<file path="src/rtl/mux_pkg.sv">
// Shared definitions for the selector/skid datapath: select-width helper and occupancy levels.
package mux_pkg;

  // Select width for an n-way selector; at least one bit even for degenerate n.
  function automatic int unsigned sel_w(input int unsigned n);
    return (n < 32'd2) ? 32'd1 : 32'($clog2(n));
  endfunction

  // Skid occupancy; the numeric value doubles as the exported level count.
  typedef enum logic [1:0] {
    LVL_EMPTY = 2'd0,
    LVL_ONE   = 2'd1,
    LVL_FULL  = 2'd2
  } level_e;

endpackage

</file>
<file path="src/rtl/mux_n.sv">
// Combinational N-way selector; out-of-range selects fall back to the last input and raise err.
module mux_n
  import mux_pkg::*;
#(
  parameter  int unsigned WIDTH = 32,
  parameter  int unsigned N_IN  = 4,
  localparam int unsigned SEL_W = sel_w(N_IN)
) (
  input  logic [SEL_W-1:0]      sel_i,
  input  logic [N_IN*WIDTH-1:0] data_i,
  output logic [WIDTH-1:0]      data_o_c,
  output logic                  err_o_c
);

  // Default to the last slice so that an out-of-range index needs no extra branch.
  always_comb begin
    data_o_c = data_i[(N_IN-1)*WIDTH +: WIDTH];
    err_o_c  = (32'(sel_i) >= N_IN);
    for (int unsigned k = 0; k < N_IN - 1; k++) begin
      if (32'(sel_i) == k) begin
        data_o_c = data_i[k*WIDTH +: WIDTH];
      end
    end
  end

endmodule

</file>
<file path="src/rtl/sel_mux_skid.sv">
// N-way selector feeding a registered 2-entry skid buffer with valid/ready on both sides.
module sel_mux_skid
  import mux_pkg::*;
#(
  parameter  int unsigned WIDTH = 32,
  parameter  int unsigned N_IN  = 4,
  localparam int unsigned SEL_W = sel_w(N_IN)
) (
  input  logic                  clk,
  input  logic                  rst,
  input  logic                  in_valid,
  output logic                  in_ready,
  input  logic [SEL_W-1:0]      in_sel,
  input  logic [N_IN*WIDTH-1:0] in_data,
  output logic                  out_valid,
  input  logic                  out_ready,
  output logic [WIDTH-1:0]      out_data,
  output logic [SEL_W-1:0]      out_sel,
  output logic                  out_sel_err,
  output logic [1:0]            level
);

  level_e             level_q, level_d;
  logic [WIDTH-1:0]   main_data_q, main_data_d;
  logic [SEL_W-1:0]   main_sel_q,  main_sel_d;
  logic               main_err_q,  main_err_d;
  logic [WIDTH-1:0]   skid_data_q, skid_data_d;
  logic [SEL_W-1:0]   skid_sel_q,  skid_sel_d;
  logic               skid_err_q,  skid_err_d;

  logic [WIDTH-1:0]   word_data_c;
  logic               word_err_c;
  logic               accept_c;
  logic               pop_c;

  // Candidate word for this cycle; only stored when accepted.
  mux_n #(
    .WIDTH (WIDTH),
    .N_IN  (N_IN)
  ) u_mux (
    .sel_i    (in_sel),
    .data_i   (in_data),
    .data_o_c (word_data_c),
    .err_o_c  (word_err_c)
  );

  // Handshake flags decode from registered level only, so out_ready never reaches in_ready.
  assign in_ready  = (level_q != LVL_FULL) & ~rst;
  assign out_valid = (level_q != LVL_EMPTY);
  assign accept_c  = in_valid & in_ready;
  assign pop_c     = out_valid & out_ready;

  assign out_data    = main_data_q;
  assign out_sel     = main_sel_q;
  assign out_sel_err = main_err_q;
  assign level       = 2'(level_q);

  // Occupancy FSM: MAIN always holds the oldest word, SKID only the second one.
  always_comb begin
    level_d     = level_q;
    main_data_d = main_data_q;
    main_sel_d  = main_sel_q;
    main_err_d  = main_err_q;
    skid_data_d = skid_data_q;
    skid_sel_d  = skid_sel_q;
    skid_err_d  = skid_err_q;
    case (level_q)
      LVL_EMPTY: begin
        if (accept_c) begin
          main_data_d = word_data_c;
          main_sel_d  = in_sel;
          main_err_d  = word_err_c;
          level_d     = LVL_ONE;
        end
      end
      LVL_ONE: begin
        if (accept_c && pop_c) begin
          main_data_d = word_data_c;
          main_sel_d  = in_sel;
          main_err_d  = word_err_c;
        end else if (accept_c) begin
          skid_data_d = word_data_c;
          skid_sel_d  = in_sel;
          skid_err_d  = word_err_c;
          level_d     = LVL_FULL;
        end else if (pop_c) begin
          level_d = LVL_EMPTY;
        end
      end
      LVL_FULL: begin
        if (pop_c) begin
          main_data_d = skid_data_q;
          main_sel_d  = skid_sel_q;
          main_err_d  = skid_err_q;
          level_d     = LVL_ONE;
        end
      end
      default: begin
        level_d = LVL_EMPTY;
      end
    endcase
  end

  // State and storage registers; reset empties the buffer and clears both entries.
  always_ff @(posedge clk) begin
    if (rst) begin
      level_q     <= LVL_EMPTY;
      main_data_q <= '0;
      main_sel_q  <= '0;
      main_err_q  <= 1'b0;
      skid_data_q <= '0;
      skid_sel_q  <= '0;
      skid_err_q  <= 1'b0;
    end else begin
      level_q     <= level_d;
      main_data_q <= main_data_d;
      main_sel_q  <= main_sel_d;
      main_err_q  <= main_err_d;
      skid_data_q <= skid_data_d;
      skid_sel_q  <= skid_sel_d;
      skid_err_q  <= skid_err_d;
    end
  end

endmodule

</file>
<file path="config.mk">
export PLATFORM = sky130hd
export DESIGN_NAME = sel_mux_skid
export DESIGN_NICKNAME = d
export VERILOG_FILES = /design/src/rtl/mux_pkg.sv /design/src/rtl/mux_n.sv /design/src/rtl/sel_mux_skid.sv
export SDC_FILE = /design/constraint.sdc
export NUM_CORES = 1
export LEC_CHECK = 0
export BUFFER_PORTS_ARGS = -buffer_cell sky130_fd_sc_hd__buf_2
export CAP_MARGIN = 20
export CORE_ASPECT_RATIO = 1.4
export CORE_UTILIZATION = 40
export CTS_CLUSTER_SIZE = 40
export DETAILED_ROUTE_END_ITERATION = 8
export GPL_TIMING_DRIVEN = 0
export PLACE_DENSITY = 0.72
export SYNTH_ARGS = -nofsm -noshare
export SYNTH_HDL_FRONTEND = slang
export SYNTH_SLANG_ARGS = --single-unit
</file>
<file path="constraint.sdc">
create_clock -name clk -period 1.8 [get_ports clk]
set_input_delay 0.09 -clock clk [delete_from_list [all_inputs] [get_ports clk]]
set_output_delay 0.09 -clock clk [all_outputs]
set_load 0.02 [all_outputs]
</file>
==> out/metrics.cfg <==
[status]
outcome=completed

[logic_synthesis]
synth_mux_area_frac=0.182
synth.area.top_cells=dfxtp_1 (35%), mux4_2 (18%), a311oi_2 (11%)
synth.top_cells.by_count=dfxtp_1 (70), nand2_1 (69), clkbuf_1 (37)
syn_area_per_cell_sq_um=9.65
synth_xor_area_frac=0
synth_cell_type_count=29
yosys.area.top_type_share=0.348
synth_top_family_by_area=compound AO/OA/AOI/OAI gates
synth.most_common_cell=dfxtp_1
syn_nets=551
ys_ff_latch=70
syn_inst=417
seq_area_frac_synth=0.348
syn_area_sq_um=4020
yosys_most_used_dff=dfxtp_1
synth-edff-count=0
synth_top_cell_by_area=dfxtp_1
synth-async-reset-ratio=0
yosys_warnings=0
synth-compound-area-share=0.211
synth_fa_ha_area_frac=0
yosys.area_share.simple=0.190

[drt]
dr.pass1.iters=4
routed_wl_microns=12500
drt-initial-drc-count=231
vias_per_cell=5.75
wl_per_cell_microns=17.1
drc=0
ant_nets=0
route.vias.total=4223

[setup_path]
crit_path_end_kind=flip-flop
rr_worst_depth=6
worstReg2RegEnd=skid_data_q[26]
cp_top_family=buffers and inverters
start_kind=flip-flop
setup.worst_path.class=reg -> reg
reg2reg_slack_ns=0.04
arrival_ns=1.96
required_ns=1.99
path_max_fanout=10
critPathSlowestCell=or3b_1
r2r-start=level[1]
slowest_delay_ns=0.37
cp_num_buf_inv=3
path_cells=buf_6, or3b_1, clkbuf_1, clkbuf_2, o21ai_0, a21oi_1

[global_routing]
grt_pass1_vias=4202
grt_max_degree=11
antenna_found_initial=0
grt_overflow=0
grt_usage=0.244
grt_pass1_wl_microns=19900

[final_layout]
stdcell_area_sq_um=5390
area_delta_synth_final_pct=34.0
n_antenna_cell=0
fin_nets=735
post-route-util=0.560
drive_above_1_share=0.484

[floorplanning]
floorplan.initialDensity=0.418
coreArea_sq_um=9620
die_h_microns=121
die_x_microns=86.8
die_area_sq_um=10500
io_pins=173
row_count=42

[power]
pwr-share-comb=0.240
pwr-share-clk=0.369
power.density_nw_per_um2=803
swShare=0.283
power_frac_seq=0.391
total_leakage_power_nw=2.22
power.total_mw=4.33
p_sw_mw=1.22
p_int_mw=3.11
vdd_drop_max_mv=0.448

[sta]
hold_viol_final=0
period_minus_slack_ns=1.76
max_slew_margin=0.502
max_freq_mhz=567
fin_skew_ns=0.00349
worst_slew_pin_slew_ns=0.748
setup_viol=0
maxSlewViolCount=0
fin_crit_sh=0.979

[min_path]
worstHoldPathType=in -> reg
worstHoldPathCells=3
whs_endpoint=level[1]
min-delay-start=out_ready

[clock_tree]
cts_tree=built
clockRootBuffer=clkbuf_16
cts_made_buffers=9
clkTransAtPathRegs_ns=0.05
htree_num_levels=3
worstSkewPairLatency_ns=0.33
clock-sinks=70
cts_buffer_depth=2

[run]
max-cap-violations=0

[placed_design]
dp_hpwl_microns=9490
place_area_sq_um=5030
place_congestion=0.852
portBuffers=169

[metal layers]
metal | GRT usage | vias up | wire [microns]
li1 | - | 1966 | -
met3 | 0.0273 | 20 | 686
met4 | 0.126 | 0 | 332
met5 | 0 | - | 0
met1 | 0.271 | 2069 | 4730
met2 | 0.450 | 168 | 6790
[layout by cell type (no fill, tap or decap)]
cell type    n
buf_2      178
nand2_1     69
dfxtp_1     69
a21oi_1     35
nor4_1      34
nand3_1     34
o21ai_0     33
mux4_2      32
a311oi_2    30
clkbuf_1    18
clkbuf_2    16
clkbuf_16    9
buf_6        6
buf_4        6
a311oi_1     4
nor2_1       3
nor2b_1      2
clkbuf_4     2
nand2b_1     2
clkinv_2     2
clkbuf_8     2
or2_2        1
buf_1        1
nor4b_4      1
nor4bb_2     1
and3b_1      1
or3_1        1
nor3b_2      1
or3b_1       1
o21ai_1      1
buf_8        1
a2bb2oi_1    1
mux2i_1      1
or3b_2       1
o21ba_2      1
conb_1       1
dfxtp_2      1
buf_12       1
[registers in the layout (all words and copies together), names as in the netlist]
register     cells
level            2
skid_sel_q       2
out_sel          2
skid_data_q     32
out_data        32
[cells by family (layout without fill, tap and decap cells)]
| logic type | count (synthesis) | in the layout |
|---|---|---|
| flops | 70 | 70 |
| buf+inv | 56 | 242 |
| mux | 33 | 33 |
| other cells | 1 | 1 |
| compound gates | 105 | 105 |
| simple gates | 152 | 152 |
[through the flow]
| step | hold WS [ns] | setup slack [ns] | TNS [ns] | std cells |
|---|---|---|---|---|
| global placement | 0.462 | -0.0226 | -0.143 | 718 |
| global route | 0.200 | -0.00614 | -0.0110 | 735 |
| detailed placement | 0.468 | -0.111 | -1.00 | 718 |
| floorplan | 0.313 | 0.0367 | 0 | 417 |
| finish | 0.175 | 0.0370 | 0 | 735 |
| CTS | 0.171 | 0.0000204 | 0 | 731 |
[power groups by stage]
| stage | Combinational, mW | Sequential (mW) | Clock, mW |
|---|---|---|---|
| 6_report | 1.04 | 1.69 | 1.60 |
| 2_1_floorplan | 0.564 | 1.81 | 0 |
| 3_5_place_dp | 1.01 | 1.72 | 0 |
| 4_1_cts | 1.01 | 1.69 | 1.59 |
| 5_1_grt | 1.12 | 1.70 | 1.65 |
| 3_3_place_gp | 0.983 | 1.72 | 0 |
[worst max path at each step]
stage | cells after the start | from | end | slack [ns]
2_1_floorplan | 7 | level[0] | out_data[10] | 0.04
5_1_grt | 6 | level[1] | skid_data_q[6] | -0.006
3_3_place_gp | 5 | level[1] | out_data[7] | -0.02
3_5_place_dp | 5 | level[0] | out_data[7] | -0.11
6_report | 6 | level[1] | skid_data_q[26] | 0.04
4_1_cts | 6 | level[1] | out_data[4] | 0.00002
[tightest hold or removal path, stage by stage]
cell and delay [ns]:
buf_2 0.14, a2bb2oi_1 0.15, nor2_1 0.08
[layout make-up]
| cell class | count | area (sq um) |
|---|---|---|
| Sequential cell | 70 | 1400 |
| Fill cell | 878 | 4230 |
| Multi-Input combinational cell | 291 | 2350 |
| Tap cell | 132 | 165 |
| Clock inverter | 2 | 10.0 |
| Clock buffer | 11 | 253 |
| Timing Repair Buffer | 173 | 886 |
| Buffer | 56 | 319 |
[timing repair]
action | in CTS | in global routing
hold endpoints to repair | 0 | 0
pin swaps | 0 | 2
resized for setup | 9 | 35
setup endpoints to repair | 30 | 64
hold buffers | 0 | 0
gates cloned | 0 | 1
buffers inserted | 0 | 3
Power figures use the tool's default switching activity.
